[src/rtl/adder_stager_pkg.sv]
// Shared encodings for the adder operand stager: FSM state codes, beat
// indices and the signed-overflow rule applied to a captured sum.
package adder_stager_pkg;

  localparam logic [1:0] S_A    = 2'd0;
  localparam logic [1:0] S_B    = 2'd1;
  localparam logic [1:0] S_EXEC = 2'd2;
  localparam logic [1:0] S_OUT  = 2'd3;

  localparam logic BEAT_A = 1'b0;
  localparam logic BEAT_B = 1'b1;

  typedef enum logic [1:0] {
    ST_A    = S_A,
    ST_B    = S_B,
    ST_EXEC = S_EXEC,
    ST_OUT  = S_OUT
  } stager_state_e;

  // Two same-signed operands producing a differently-signed sum overflowed.
  function automatic logic signed_ovf(input logic a_msb, input logic b_msb,
                                      input logic s_msb);
    return (a_msb == b_msb) && (s_msb != a_msb);
  endfunction

endpackage

[src/rtl/adder_operand_stager.sv]
// Valid/ready staging around an external ripple-carry adder: collects A then B,
// captures sum/carry/overflow, and holds the result until taken downstream.
// Optional feature macro: CARRY_CHAIN_EN (adds in_chain and a carry-chain reg).
module adder_operand_stager
  import adder_stager_pkg::*;
#(
  parameter int WIDTH = 4
) (
  input  logic             clk,
  input  logic             rst,
  input  logic             in_valid,
  output logic             in_ready,
  input  logic [WIDTH-1:0] in_data,
  input  logic             in_cin,
`ifdef CARRY_CHAIN_EN
  input  logic             in_chain,
`endif
  output logic [WIDTH-1:0] add_a,
  output logic [WIDTH-1:0] add_b,
  output logic             add_cin,
  input  logic [WIDTH-1:0] add_sum,
  input  logic             add_cout,
  output logic             out_valid,
  input  logic             out_ready,
  output logic [WIDTH-1:0] out_sum,
  output logic             out_cout,
  output logic             out_ovf
);

  stager_state_e    state_q;
  logic [WIDTH-1:0] a_q;
  logic [WIDTH-1:0] b_q;
  logic             cin_q;
  logic             in_ready_q;
  logic             out_valid_q;
  logic [WIDTH-1:0] out_sum_q;
  logic             out_cout_q;
  logic             out_ovf_q;
  logic             ovf_d;
  logic             cin_d;
`ifdef CARRY_CHAIN_EN
  logic             chain_c_q;
`endif

  assign ovf_d = signed_ovf(a_q[WIDTH-1], b_q[WIDTH-1], add_sum[WIDTH-1]);

`ifdef CARRY_CHAIN_EN
  // A chained B beat continues the previous word's carry-out.
  assign cin_d = in_chain ? chain_c_q : in_cin;
`else
  assign cin_d = in_cin;
`endif

  always_ff @(posedge clk) begin
    if (rst) begin
      state_q     <= ST_A;
      a_q         <= '0;
      b_q         <= '0;
      cin_q       <= 1'b0;
      in_ready_q  <= 1'b1;
      out_valid_q <= 1'b0;
      out_sum_q   <= '0;
      out_cout_q  <= 1'b0;
      out_ovf_q   <= 1'b0;
`ifdef CARRY_CHAIN_EN
      chain_c_q   <= 1'b0;
`endif
    end else begin
      case (state_q)
        ST_A: begin
          if (in_valid) begin
            a_q     <= in_data;
            state_q <= ST_B;
          end
        end
        ST_B: begin
          if (in_valid) begin
            b_q        <= in_data;
            cin_q      <= cin_d;
            in_ready_q <= 1'b0;
            state_q    <= ST_EXEC;
          end
        end
        ST_EXEC: begin
          out_sum_q   <= add_sum;
          out_cout_q  <= add_cout;
          out_ovf_q   <= ovf_d;
          out_valid_q <= 1'b1;
          state_q     <= ST_OUT;
        end
        ST_OUT: begin
          if (out_ready) begin
            out_valid_q <= 1'b0;
            in_ready_q  <= 1'b1;
            state_q     <= ST_A;
`ifdef CARRY_CHAIN_EN
            chain_c_q   <= out_cout_q;
`endif
          end
        end
        default: begin
          state_q     <= ST_A;
          in_ready_q  <= 1'b1;
          out_valid_q <= 1'b0;
        end
      endcase
    end
  end

  assign in_ready  = in_ready_q;
  assign out_valid = out_valid_q;
  assign add_a     = a_q;
  assign add_b     = b_q;
  assign add_cin   = cin_q;
  assign out_sum   = out_sum_q;
  assign out_cout  = out_cout_q;
  assign out_ovf   = out_ovf_q;

endmodule

[config.mk]
export PLATFORM = sky130hd
export DESIGN_NAME = adder_operand_stager
export DESIGN_NICKNAME = d
export VERILOG_FILES = /design/src/rtl/adder_stager_pkg.sv /design/src/rtl/adder_operand_stager.sv
export SDC_FILE = /design/constraint.sdc
export NUM_CORES = 1
export LEC_CHECK = 0
export ABC_AREA = 1
export BUFFER_PORTS_ARGS = -buffer_cell sky130_fd_sc_hd__buf_2
export CORE_MARGIN = 4
export CORE_UTILIZATION = 30
export DETAILED_ROUTE_END_ITERATION = 12
export HOLD_SLACK_MARGIN = 0.02
export PLACE_DENSITY = 0.6
export RECOVER_POWER = 100
export SLEW_MARGIN = 20
export SYNTH_ARGS = -nofsm -noshare
export SYNTH_HDL_FRONTEND = slang
export SYNTH_SLANG_ARGS = --single-unit
[constraint.sdc]
create_clock -name clk -period 1.8 [get_ports clk]
set_input_delay 0.36 -clock clk [delete_from_list [all_inputs] [get_ports clk]]
set_output_delay 0.36 -clock clk [all_outputs]
set_load 0.05 [all_outputs]
==> After elaboration in Yosys (flattened, before gate mapping) <==
Index checks and enable logic that the tools add are counted.
{ "totals": {"reg_bits": 19, "output_inout_bits": 17} }
{ "classes": {"n_eq_ne": 8, "n_mux": 9, "reduce_logical": 9} }
{ "ops": {"columns": ["operator", "count"], "rows": [
  ["2-bit one-hot mux with 4 select lines", 1],
  ["2-bit 2-to-1 mux", 3],
  ["2-bit inequality test (second input constant)", 3],
  ["2-bit AND reduction", 3],
  ["3-bit AND reduction", 2],
  ["2-bit == test (second input constant)", 2],
  ["1-bit one-hot mux with 2 select lines", 2],
  ["2-bit nonzero test", 2],
  ["1-bit 2-to-1 mux", 3],
  ["2-bit by 1-bit == test with 1-bit output (second input constant)", 1],
  ["2-bit logical NOT", 1],
  ["1-bit == test", 1],
  ["1-bit logical AND", 1],
  ["1-bit inequality test", 1]
]} }

==> Logic depth before layout (Yosys ltp) <==
{ "logic_depth": {"ltp_word": 3, "mapped_depth": 7, "ltp_nobuf": 6} }

==> Worst setup path before layout <==
No wires, ideal clock.
{ "synth_path": {"path_type": "reg-to-reg", "start": "register state_q[0]", "end": "register out_valid_q, in the netlist out_valid", "setup_time_ns": 0.116, "path_buffers": 1, "path_stages_with_launch": 8, "slack_ns": 0.621, "required_time_ns": 1.684, "period_less_slack_ns": 1.179, "arrival_ns": 1.063, "path_cell_list": "dfxtp_1 > inv_1 > ha_1 > buf_6 > inv_6 > o21ai_2 > o21ai_0 > nor2_1"} }
{ "synth_between": {"elab_chain_len": 3, "elab_cells_between_ends": 6, "classes_between": "3 x eq/ne; 1 x mux; 2 x reduce/logical"} }
{ "synth_rtl": {"columns": ["element", "line", "text"], "rows": [
  ["start: declaration", "adder_operand_stager.sv:30", "stager_state_e state_q;"],
  ["start signal: assignment", "adder_operand_stager.sv:56", "state_q <= ST_A;"],
  ["start signal: assignment", "adder_operand_stager.sv:73", "state_q <= ST_B;"],
  ["start signal: assignment", "adder_operand_stager.sv:81", "state_q <= ST_EXEC;"],
  ["2-bit == test", "adder_operand_stager.sv:69", "case (state_q)"],
  ["2-bit inequality test (no line) / 2-bit nonzero test (equally long branches)", null, null],
  ["2-bit AND reduction (no line)", null, null],
  ["end signal: assignment", "adder_operand_stager.sv:61", "out_valid_q <= 1'b0;"],
  ["end signal: assignment", "adder_operand_stager.sv:88", "out_valid_q <= 1'b1;"],
  ["end signal: assignment", "adder_operand_stager.sv:93", "out_valid_q <= 1'b0;"],
  ["end: declaration", "adder_operand_stager.sv:35", "logic out_valid_q;"]
]} }
Parallel ways exist; a longest one is shown, timed or not.
A chain may end at the register's enable or synchronous reset.

==> Worst setup path in the final report <==
{ "layout_path": {"start": "register a_q[3], in the netlist add_a[3]", "end": "output port add_a[3]"} }
{ "layout_rtl": {"columns": ["element", "line", "text"], "rows": [
  ["start: declaration", "adder_operand_stager.sv:31", "logic [WIDTH-1:0] a_q;"],
  ["start signal: assignment", "adder_operand_stager.sv:72", "a_q <= in_data;"],
  ["end: declaration", "adder_operand_stager.sv:18", "output logic [WIDTH-1:0] add_a,"]
]} }
No word-level cell between the ends.

==> impl_metrics.py <==
metrics = {
    "layout": {
        "regArea_sq_um": 380.4,
        "fin_util_pct": 38.94,
        "fillerInstances": 289,
        "final_layout_size_suffix_gt1_share_pct": 13.14,
        "syn_to_final_growth_pct": 20.36,
        "multi_input_area_sq_um": 370.4,
        "fin_area_sq_um": 991.0,
        "layout.nets": 158,
        "diodes": 0,
    },
    "floorplanning": {
        "io_pins": 31,
        "core.rowCount": 18,
        "core_sq_um": 2545,
        "die_h_um": 60.39,
        "fp.dieW_um": 60.39,
        "initial_core_util_pct": 32.35,
        "die_area_sq_um": 3646,
    },
    "status": {
        "status": "completed",
    },
    "route": {
        "vias_per_cell": 4.587,
        "drc": 0,
        "wire_per_inst_um": 10.78,
        "num_vias": 766,
        "drt_iter0_drc": 25,
        "drt-total-wl_um": 1800,
        "ant_nets": 0,
        "drtPass1Iterations": 5,
    },
    "pwr": {
        "p_sw_w": 0.0009205,
        "cellPowerDensity_nw_per_um2": 1794,
        "swShare_pct": 51.78,
        "worst_ir_drop_vdd_mv": 0.7924,
        "seq_power_share_pct": 36.1,
        "p_leak_nw": 0.4596,
        "power_frac_comb_pct": 52.1,
        "pwr-share-clk_pct": 11.8,
        "power.internal_w": 0.0008571,
        "finalPower_w": 0.001778,
    },
    "yosys": {
        "synthesis.area_sq_um": 823.3,
        "synth-seq-area-share_pct": 46.20,
        "syn_inst": 105,
        "yosysWarnings": 0,
        "ys_ff_latch": 19,
        "syn_nets": 125,
        "synth.distinct_cells": 14,
        "synth.avg_cell_area_sq_um": 7.841,
    },
    "sta": {
        "slew_violations": 0,
        "period_share_pct": 84.63,
        "rsz0062_at_grt": "false",
        "slew_headroom_pct": 59.43,
        "period_needed_ps": 1523,
        "whs_ps": 234.2,
        "fmaxAchievable_mhz": 656.4,
        "setup_violations": 0,
        "hold_violations": 0,
        "worstMarginPinSlew_ps": 611.2,
        "tns_ps": 0,
        "finClkSkew_ps": 12.04,
    },
    "cts": {
        "path_clk_slew_ps": 110,
        "clock_sinks": 19,
        "cts_tree": "yes",
        "clock_path_buffers": 2,
        "cts_buffers": 3,
        "cts_resized": 0,
        "postCtsSetupBuffers": 0,
        "clk_latency_ps": 300,
        "clock-root-buffer": "clkbuf_4",
        "postCtsHoldBufs": 0,
        "htree_levels": 1,
    },
    "setup_path": {
        "cp-start-kind": "flop",
        "end_kind": "primary output",
        "cp_max_fo": 3,
        "crit_required_ps": 1440,
        "cp.arrival_ps": 1160,
        "crit_chain": "clkbuf_1",
        "slowest_delay_ps": 480,
        "critPathKind": "flop to primary output",
        "worst-path-buf-inv": 1,
        "crit_family": "buffers and inverters",
        "critPathSlowestCell": "clkbuf_1",
    },
    "global_route": {
        "grt_max_degree": 19,
        "antenna_found_initial": 0,
        "grt_pass1_vias": 759,
        "grt_use_total_pct": 10.90,
        "grt-ovfl-total": 0,
        "grt_pass1_wl_um": 3008,
    },
    "placement": {
        "dpl-instance-area_sq_um": 988.4,
        "place.gp.congestion": 0.7852,
        "dp_hpwl_um": 1416,
        "io_buffers": 30,
    },
    "hold_path": {
        "hp-class": "input port to flop",
    },
    "flow_run": {
        "drv_cap": 0,
    },
}
-- path summary, 6_finish.rpt --
kind                                 start        end  slack [ps]  depth (start not counted)
worst max register to register  state_q[0]  out_valid         370                          6
worst max-delay path              add_a[3]   add_a[3]         280                          1
worst min register to register     out_ovf    out_ovf         480                          2
worst min-delay path                   rst    out_ovf         230                          2
-- power by group through the flow --
stage / Clock [W] / Combinational [W] / Sequential, W
floorplan: 0 / 0.000389 / 0.00103
global placement: 0 / 0.000957 / 0.000647
detailed placement: 0 / 0.000969 / 0.000650
CTS: 0.000227 / 0.000976 / 0.000640
global route: 0.000243 / 0.00103 / 0.000661
finish: 0.000210 / 0.000927 / 0.000641
-- flip-flops by register name (all words and copies together), names as in the netlist --
| register | count |
|---|---|
| out_ovf | 1 |
| out_valid | 1 |
| add_cin | 1 |
| out_cout | 1 |
| state_q | 2 |
| in_ready | 1 |
| add_b | 4 |
| out_sum | 4 |
| add_a | 4 |
-- routing by layer --
metal  part of all wire (%)  wire (um)  global-route usage [%]  up-vias
li1                       -          -                       -      400
met1                     42        764                   12.05      334
met5                      0          0                       0        -
met3                     11        205                   4.894        2
met2                     46        825                   19.44       30
met4                   0.22          4                   1.899        0
-- Yosys cell counts --
cell type  instances  area (sq um)
a21oi_1            7         35.03
and2_1             1         6.260
buf_6              2         22.52
dfxtp_1           19         380.4
ha_1               6         75.07
inv_1             10         37.54
inv_6              1         8.760
nand2_1           11         41.29
nand3_1            2         10.01
nand3b_1           2         15.01
nor2_1            26         97.59
o21ai_0           16         80.08
o21ai_1            1         5.000
o21ai_2            1         8.760
-- kinds of logic (layout without fill, tap and decap cells) --
family / count (synthesis) / in the layout / synth area share, %
AOI/OAI and AO/OA: 25 / 25 / 15.65
adders and majority gates: 6 / 6 / 9.118
buffers and inverters: 13 / 45 / 8.359
DFF: 19 / 19 / 46.20
and+or+nand+nor: 42 / 42 / 20.67
-- cell type report --
| type | count | share of cell area, % |
|---|---|---|
| Sequential cell | 19 | 38.38 |
| Multi-Input combinational cell | 73 | 37.37 |
| Timing Repair Buffer | 30 | 13.01 |
| Inverter | 11 | 4.672 |
| Tap cell | 30 | 3.788 |
| Clock buffer | 3 | 2.273 |
| Clock inverter | 1 | 0.5051 |
-- placed cells by master (no fill, tap or decap) --
cell type,synthesis,layout
buf_2,0,13
a21oi_1,7,7
o21ai_0,16,17
nand3_1,2,2
inv_1,10,10
clkinv_2,0,1
clkbuf_1,0,17
nor2_1,26,26
ha_1,6,6
nand3b_1,2,2
o21ai_1,1,1
inv_6,1,1
dfxtp_1,19,19
clkbuf_4,0,3
and2_1,1,1
nand2_1,11,11
-- per-stage QoR --
stage | setup slack (ps) | instances
after global placement | 522.5 | 163
after detailed placement | 456.9 | 163
after global routing | 217.9 | 167
after floorplan | 620.6 | 105
final | 276.6 | 167
after CTS | 431.2 | 167
(Power assumes the default switching activity.)
